File: src/rtl/memory_cell_reader_pkg.sv
// Shared defaults and FSM encoding for the memory_cell port-B read sequencer.
package memory_cell_reader_pkg;

  localparam int DEF_ADDR     = 12;
  localparam int DEF_WIDTH    = 32;
  localparam int DEF_NUM      = 53 * 53;
  localparam int DEF_TIMESTEP = 1;

  typedef enum logic [1:0] {
    IDLE  = 2'd0,
    RUN   = 2'd1,
    DRAIN = 2'd2
  } state_t;

  function automatic int depth_of(input int num, input int timestep);
    return num * timestep;
  endfunction

endpackage

File: src/rtl/memory_cell_reader_skid_fifo2.sv
// Two-entry output FIFO; the head entry drives the stream directly.
module memory_cell_reader_skid_fifo2 #(
  parameter int WIDTH = 32
) (
  input  logic             clk,
  input  logic             rst,
  input  logic             i_push,
  input  logic [WIDTH-1:0] i_data,
  input  logic             i_pop,
  output logic [WIDTH-1:0] o_data,
  output logic             o_valid,
  output logic [1:0]       o_count
);

  logic [WIDTH-1:0] r_mem [2];
  logic             r_wr_ptr;
  logic             r_rd_ptr;
  logic [1:0]       r_count;

  always_ff @(posedge clk or negedge rst) begin
    if (!rst) begin
      r_mem[0] <= '0;
      r_mem[1] <= '0;
      r_wr_ptr <= 1'b0;
      r_rd_ptr <= 1'b0;
      r_count  <= 2'd0;
    end else begin
      if (i_push) begin
        r_mem[r_wr_ptr] <= i_data;
        r_wr_ptr        <= ~r_wr_ptr;
      end
      if (i_pop) begin
        r_rd_ptr <= ~r_rd_ptr;
      end
      case ({i_push, i_pop})
        2'b10:   r_count <= r_count + 2'd1;
        2'b01:   r_count <= r_count - 2'd1;
        default: r_count <= r_count;
      endcase
    end
  end

  assign o_data  = r_mem[r_rd_ptr];
  assign o_valid = (r_count != 2'd0);
  assign o_count = r_count;

endmodule

File: src/rtl/memory_cell_reader.sv
// Port-B read sequencer: streams len words from base (wrapping at DEPTH) out of
// the 1-cycle-latency memory_cell through a 2-entry FIFO with full backpressure.
module memory_cell_reader
  import memory_cell_reader_pkg::*;
#(
  parameter int ADDR     = DEF_ADDR,
  parameter int WIDTH    = DEF_WIDTH,
  parameter int NUM      = DEF_NUM,
  parameter int TIMESTEP = DEF_TIMESTEP
) (
  input  logic             clk,
  input  logic             rst,
  input  logic             start,
  input  logic [ADDR-1:0]  base,
  input  logic [ADDR:0]    len,
  output logic [ADDR-1:0]  addr_b,
  input  logic [WIDTH-1:0] rd_data,
  output logic [WIDTH-1:0] o_data,
  output logic             o_valid,
  input  logic             o_ready,
  output logic             busy,
  output logic             done
);

  localparam int              DEPTH   = depth_of(NUM, TIMESTEP);
  localparam logic [ADDR+1:0] L_DEPTH = (ADDR+2)'(DEPTH);

  state_t          r_state;
  logic [ADDR-1:0] r_base;
  logic [ADDR:0]   r_len;
  logic [ADDR:0]   r_idx;
  logic [ADDR-1:0] r_addr;
  logic            r_iss;
  logic            r_pend;
  logic            r_busy;
  logic            r_done;

  logic [1:0]      w_count;
  logic            w_pop;
  logic            w_push;
  logic [2:0]      w_count_after;
  logic            w_can_issue;
  logic [ADDR+1:0] w_sum;
  logic [ADDR-1:0] w_next_addr;

  // r_iss: address presented, memory samples it at the next edge.
  // r_pend: rd_data holds an unpushed word; while no new read is issued the
  // address is held, so rd_data keeps re-reading that word and acts as a stall slot.
  assign w_pop         = o_valid & o_ready;
  assign w_push        = r_pend & ((w_count != 2'd2) | w_pop);
  assign w_count_after = {1'b0, w_count} + {2'b00, w_push} - {2'b00, w_pop};
  assign w_can_issue   = (w_count_after <= 3'd1);

  assign w_sum = {2'b00, r_base} + {1'b0, r_idx};

  always_comb begin
    w_next_addr = ADDR'(w_sum);
    if (w_sum >= L_DEPTH) begin
      w_next_addr = ADDR'(w_sum - L_DEPTH);
    end
  end

  always_ff @(posedge clk or negedge rst) begin
    if (!rst) begin
      r_state <= IDLE;
      r_base  <= '0;
      r_len   <= '0;
      r_idx   <= '0;
      r_addr  <= '0;
      r_iss   <= 1'b0;
      r_pend  <= 1'b0;
      r_busy  <= 1'b0;
      r_done  <= 1'b0;
    end else begin
      r_done <= 1'b0;
      r_iss  <= 1'b0;
      r_pend <= r_iss | (r_pend & ~w_push);
      case (r_state)
        IDLE: begin
          if (start) begin
            if (len == '0) begin
              r_done <= 1'b1;
            end else begin
              r_base  <= base;
              r_len   <= len;
              r_addr  <= base;
              r_idx   <= (ADDR+1)'(1);
              r_iss   <= 1'b1;
              r_busy  <= 1'b1;
              r_state <= (len == (ADDR+1)'(1)) ? DRAIN : RUN;
            end
          end
        end
        RUN: begin
          if (w_can_issue) begin
            r_addr <= w_next_addr;
            r_idx  <= r_idx + (ADDR+1)'(1);
            r_iss  <= 1'b1;
            if (r_idx + (ADDR+1)'(1) == r_len) begin
              r_state <= DRAIN;
            end
          end
        end
        DRAIN: begin
          if (!r_iss && !r_pend && w_count == 2'd0) begin
            r_state <= IDLE;
            r_busy  <= 1'b0;
            r_done  <= 1'b1;
          end
        end
        default: r_state <= IDLE;
      endcase
    end
  end

  memory_cell_reader_skid_fifo2 #(
    .WIDTH (WIDTH)
  ) u_fifo (
    .clk     (clk),
    .rst     (rst),
    .i_push  (w_push),
    .i_data  (rd_data),
    .i_pop   (w_pop),
    .o_data  (o_data),
    .o_valid (o_valid),
    .o_count (w_count)
  );

  assign addr_b = r_addr;
  assign busy   = r_busy;
  assign done   = r_done;

endmodule

File: config.mk
export PLATFORM = sky130hd
export DESIGN_NAME = memory_cell_reader
export DESIGN_NICKNAME = d
export VERILOG_FILES = /design/src/rtl/memory_cell_reader_pkg.sv /design/src/rtl/memory_cell_reader_skid_fifo2.sv /design/src/rtl/memory_cell_reader.sv
export SDC_FILE = /design/constraint.sdc
export NUM_CORES = 1
export LEC_CHECK = 0
export CORE_MARGIN = 5
export CORE_UTILIZATION = 54
export DETAILED_ROUTE_END_ITERATION = 8
export PLACE_DENSITY = 0.81
export SLEW_MARGIN = 20
export SYNTH_ARGS = -nofsm -noshare
export SYNTH_HDL_FRONTEND = slang
export SYNTH_SLANG_ARGS = --single-unit
File: constraint.sdc
create_clock -name clk -period 3.85 [get_ports clk]
set_input_delay 1.155 -clock clk [delete_from_list [all_inputs] [get_ports clk]]
set_output_delay 1.155 -clock clk [all_outputs]
set_load 0.005 [all_outputs]
==> flow_metrics.tcl <==
set metrics [dict create \
    start_kind "input port" \
    ioPinCount 108 \
    synth_top_area_share_pct 45.4 \
    gp_congestion 0.905 \
    crit_fanout 2 \
    vias 5374 \
    cts.sinks 124 \
    syn_area_per_cell_sq_um 11.1 \
    post-route-util_pct 70.9 \
    yosysSeqAreaShare_pct 45.4 \
    die-area_sq_um 15000 \
    syn_area_sq_um 6840 \
    area_growth_pct 29.8 \
    ff2ff_path_depth 10 \
    grt_pass1_vias 5572 \
    synth_edf_count 0 \
    slew_violations 0 \
    grt_max_degree 61 \
    tightest_slew_ns 0.745 \
    synth-seq-cells 124 \
    ys.flop_type "dfrtp_1" \
    postLayoutCellArea_sq_um 8870 \
    cts_buffers 17 \
    required_ns 4.14 \
    async_flop_share_pct 100 \
    finalSetupViolCount 0 \
    syn-instance-count 614 \
    grt-ovfl-total 0 \
    antennaDiodeCount 0 \
    wire_per_inst_um 18.6 \
    finalCritPeriodShare_pct 95.6 \
    synthTopCellsByArea "dfrtp_1, mux2_2, ha_1" \
    nFillCells 914 \
    cts_tree "built" \
    drt-total-wl_um 17200 \
    crit_type "in -> reg" \
    power_density_nw_per_um2 847 \
    holdCritPathClass "reg -> reg" \
    whs_path_depth 1 \
    r2r_start "r_idx[0]" \
    grt_pass1_wl_um 28200 \
    dieHeight_um 123 \
    finalCriticalPeriod_ns 3.68 \
    worstHoldStart "u_fifo.r_rd_ptr" \
    ff2ff_setup_slack_ns 0.18 \
    ctsRootBufferMaster "clkbuf_16" \
    yosys.area.top_type "dfrtp_1" \
    min_to "u_fifo.r_rd_ptr" \
    antenna_found_initial 0 \
    io_buffers 107 \
    synth.distinct_cells 69 \
    crit_arrival_ns 3.97 \
    drc_errors 0 \
    core_sq_um 12500 \
    layout.nets 824 \
    start_util_pct 54.6 \
    timing.final.ws_setup_ns 0.168 \
    ys_warn_count 0 \
    layout-drive-gt1-share_pct 27.5 \
    placed_area_sq_um 8240 \
    peakVddDrop_mv 0.308 \
    clkTransAtPathRegs_ns 0.05 \
    r2r_end "addr_b[5]" \
    fin_tns_setup_ns 0 \
    rows 41 \
    clock_path_buffers 2 \
    cts_max_level 4 \
    syn_nets 695 \
    clock_latency_ns 0.41 \
    status "finished, final reports clean" \
    max_freq_ghz 0.272 \
    ant_nets 0 \
    cts_hold_buf 0 \
    drt-initial-drc-count 467 \
    routed_via_density 5.79 \
    fin_skew_ns 0.00537 \
    slew_headroom_pct 49.7 \
    dp_worst_setup_slack_ns -0.712 \
    track_usage_pct 23.9 \
    endpoint_kind "flop" \
    drtPass1Iterations 5 \
    p_leak_nw 3.75 \
    hpwlAfterDp_um 12300 \
    drv_cap 0 \
    hold_viol_final 0 \
    die_w_um 123 \
]
[cells by family after synthesis]
group                    synth area share (%)
buffers and inverters                    2.53
AO/OA/AOI/OAI                            11.8
AND/OR/NAND/NOR                          11.8
flip-flops                               45.4
adder cells (fa/ha/maj)                  4.03
XOR/XNOR                                 3.97
multiplexers                             20.5
[critical path, stage by stage]
cell and delay [ns]:
clkbuf_2 0.11, nor3b_2 0.23, nand2b_4 0.17, ha_1 0.24, inv_2 0.07, ha_1 0.13, inv_1 0.05, fa_1 0.37
xnor2_1 0.15, nand3_1 0.14, nor3_2 0.25, o2111ai_1 0.15, a211o_1 0.28, nor4_2 0.16, a31oi_1 0.15, a21boi_2 0.18
[placed cells by master, fill, tap and decap left out, types with 8 or more instances in the layout]
cell,count
dfrtp_1,124
mux2_2,121
clkdlybuf4s50_1,105
o21ai_0,41
nor2_1,33
nand2_1,29
buf_4,29
xnor2_1,20
ha_1,18
a21oi_1,17
clkbuf_16,17
nor3_1,15
inv_1,13
or3_1,13
xor2_1,11
nand3_1,10
a31oi_1,8
[layout make-up]
type,count,area [sq um],area share [%]
Tap cell,172,215,2.42
Clock inverter,14,169,1.90
Sequential cell,124,3100,35.0
Inverter,15,56.3,0.634
Multi-Input combinational cell,449,3610,40.7
Clock buffer,18,429,4.84
Timing Repair Buffer,136,1290,14.6
[flip-flops by register name (all words and copies together) (netlist names), 2 cells and up]
| signal | flops |
|---|---|
| u_fifo.o_count | 2 |
| r_base | 12 |
| r_len | 13 |
| r_state | 2 |
| r_idx | 13 |
| addr_b | 12 |
| u_fifo.r_mem | 64 |
[repair_timing]
item / in CTS / in global routing
gates cloned: 0 / 0
pin swaps: 4 / 7
setup endpoints to repair: 25 / 21
resized for setup: 5 / 7
buffers inserted: 0 / 1
[power by group]
part / switching [W] / internal, W
logic: 0.00163 / 0.00208
registers: 0.000349 / 0.00185
clock network: 0.000594 / 0.00102
[routing by layer]
layer,global-route usage (%),up-vias,part of all wire (%)
met2,40.7,163,51
met4,8.19,0,1.6
met1,30.7,2679,42
met3,4.70,25,4.7
met5,0,-,0
li1,-,2507,-
[Yosys cell counts, types with 4 or more instances]
| master | number |
|---|---|
| dfrtp_1 | 124 |
| mux2_2 | 121 |
| o21ai_0 | 41 |
| nor2_1 | 35 |
| nand2_1 | 29 |
| clkbuf_1 | 20 |
| xnor2_1 | 20 |
| ha_1 | 18 |
| a21oi_1 | 17 |
| nor3_1 | 16 |
| inv_1 | 14 |
| or3_1 | 13 |
| xor2_1 | 11 |
| nand3_1 | 10 |
| a31oi_1 | 8 |
| nand2b_1 | 7 |
| nor4_1 | 7 |
| and3_1 | 6 |
| nor2b_1 | 6 |
| a21o_1 | 5 |
| a311oi_1 | 5 |
| o31ai_1 | 5 |
| and2_1 | 4 |
| mux2i_1 | 4 |
| o21a_1 | 4 |
| o21bai_1 | 4 |
[worst max-delay path by stage]
| stage | start | endpoint | slack (ns) | cells after the start |
|---|---|---|---|---|
| 2_1_floorplan | o_ready | addr_b[3] | 0.03 | 14 |
| 3_3_place_gp | o_ready | addr_b[3] | -0.59 | 16 |
| 3_5_place_dp | o_ready | addr_b[3] | -0.71 | 16 |
| 4_1_cts | o_ready | r_state[0] | 0.12 | 16 |
| 5_1_grt | o_ready | r_state[0] | -0.02 | 16 |
| 6_report | o_ready | r_state[0] | 0.17 | 16 |
[through the flow]
step                      power [W]  std cells  hold WS [ns]
after global placement      0.00564        895         0.458
after detailed placement    0.00582        895         0.480
final                       0.00751        928         0.489
after CTS                   0.00752        927         0.492
after floorplan             0.00419        614         0.429
after global routing        0.00798        928         0.507
Note: power is estimated with default switching activity, not from simulation.
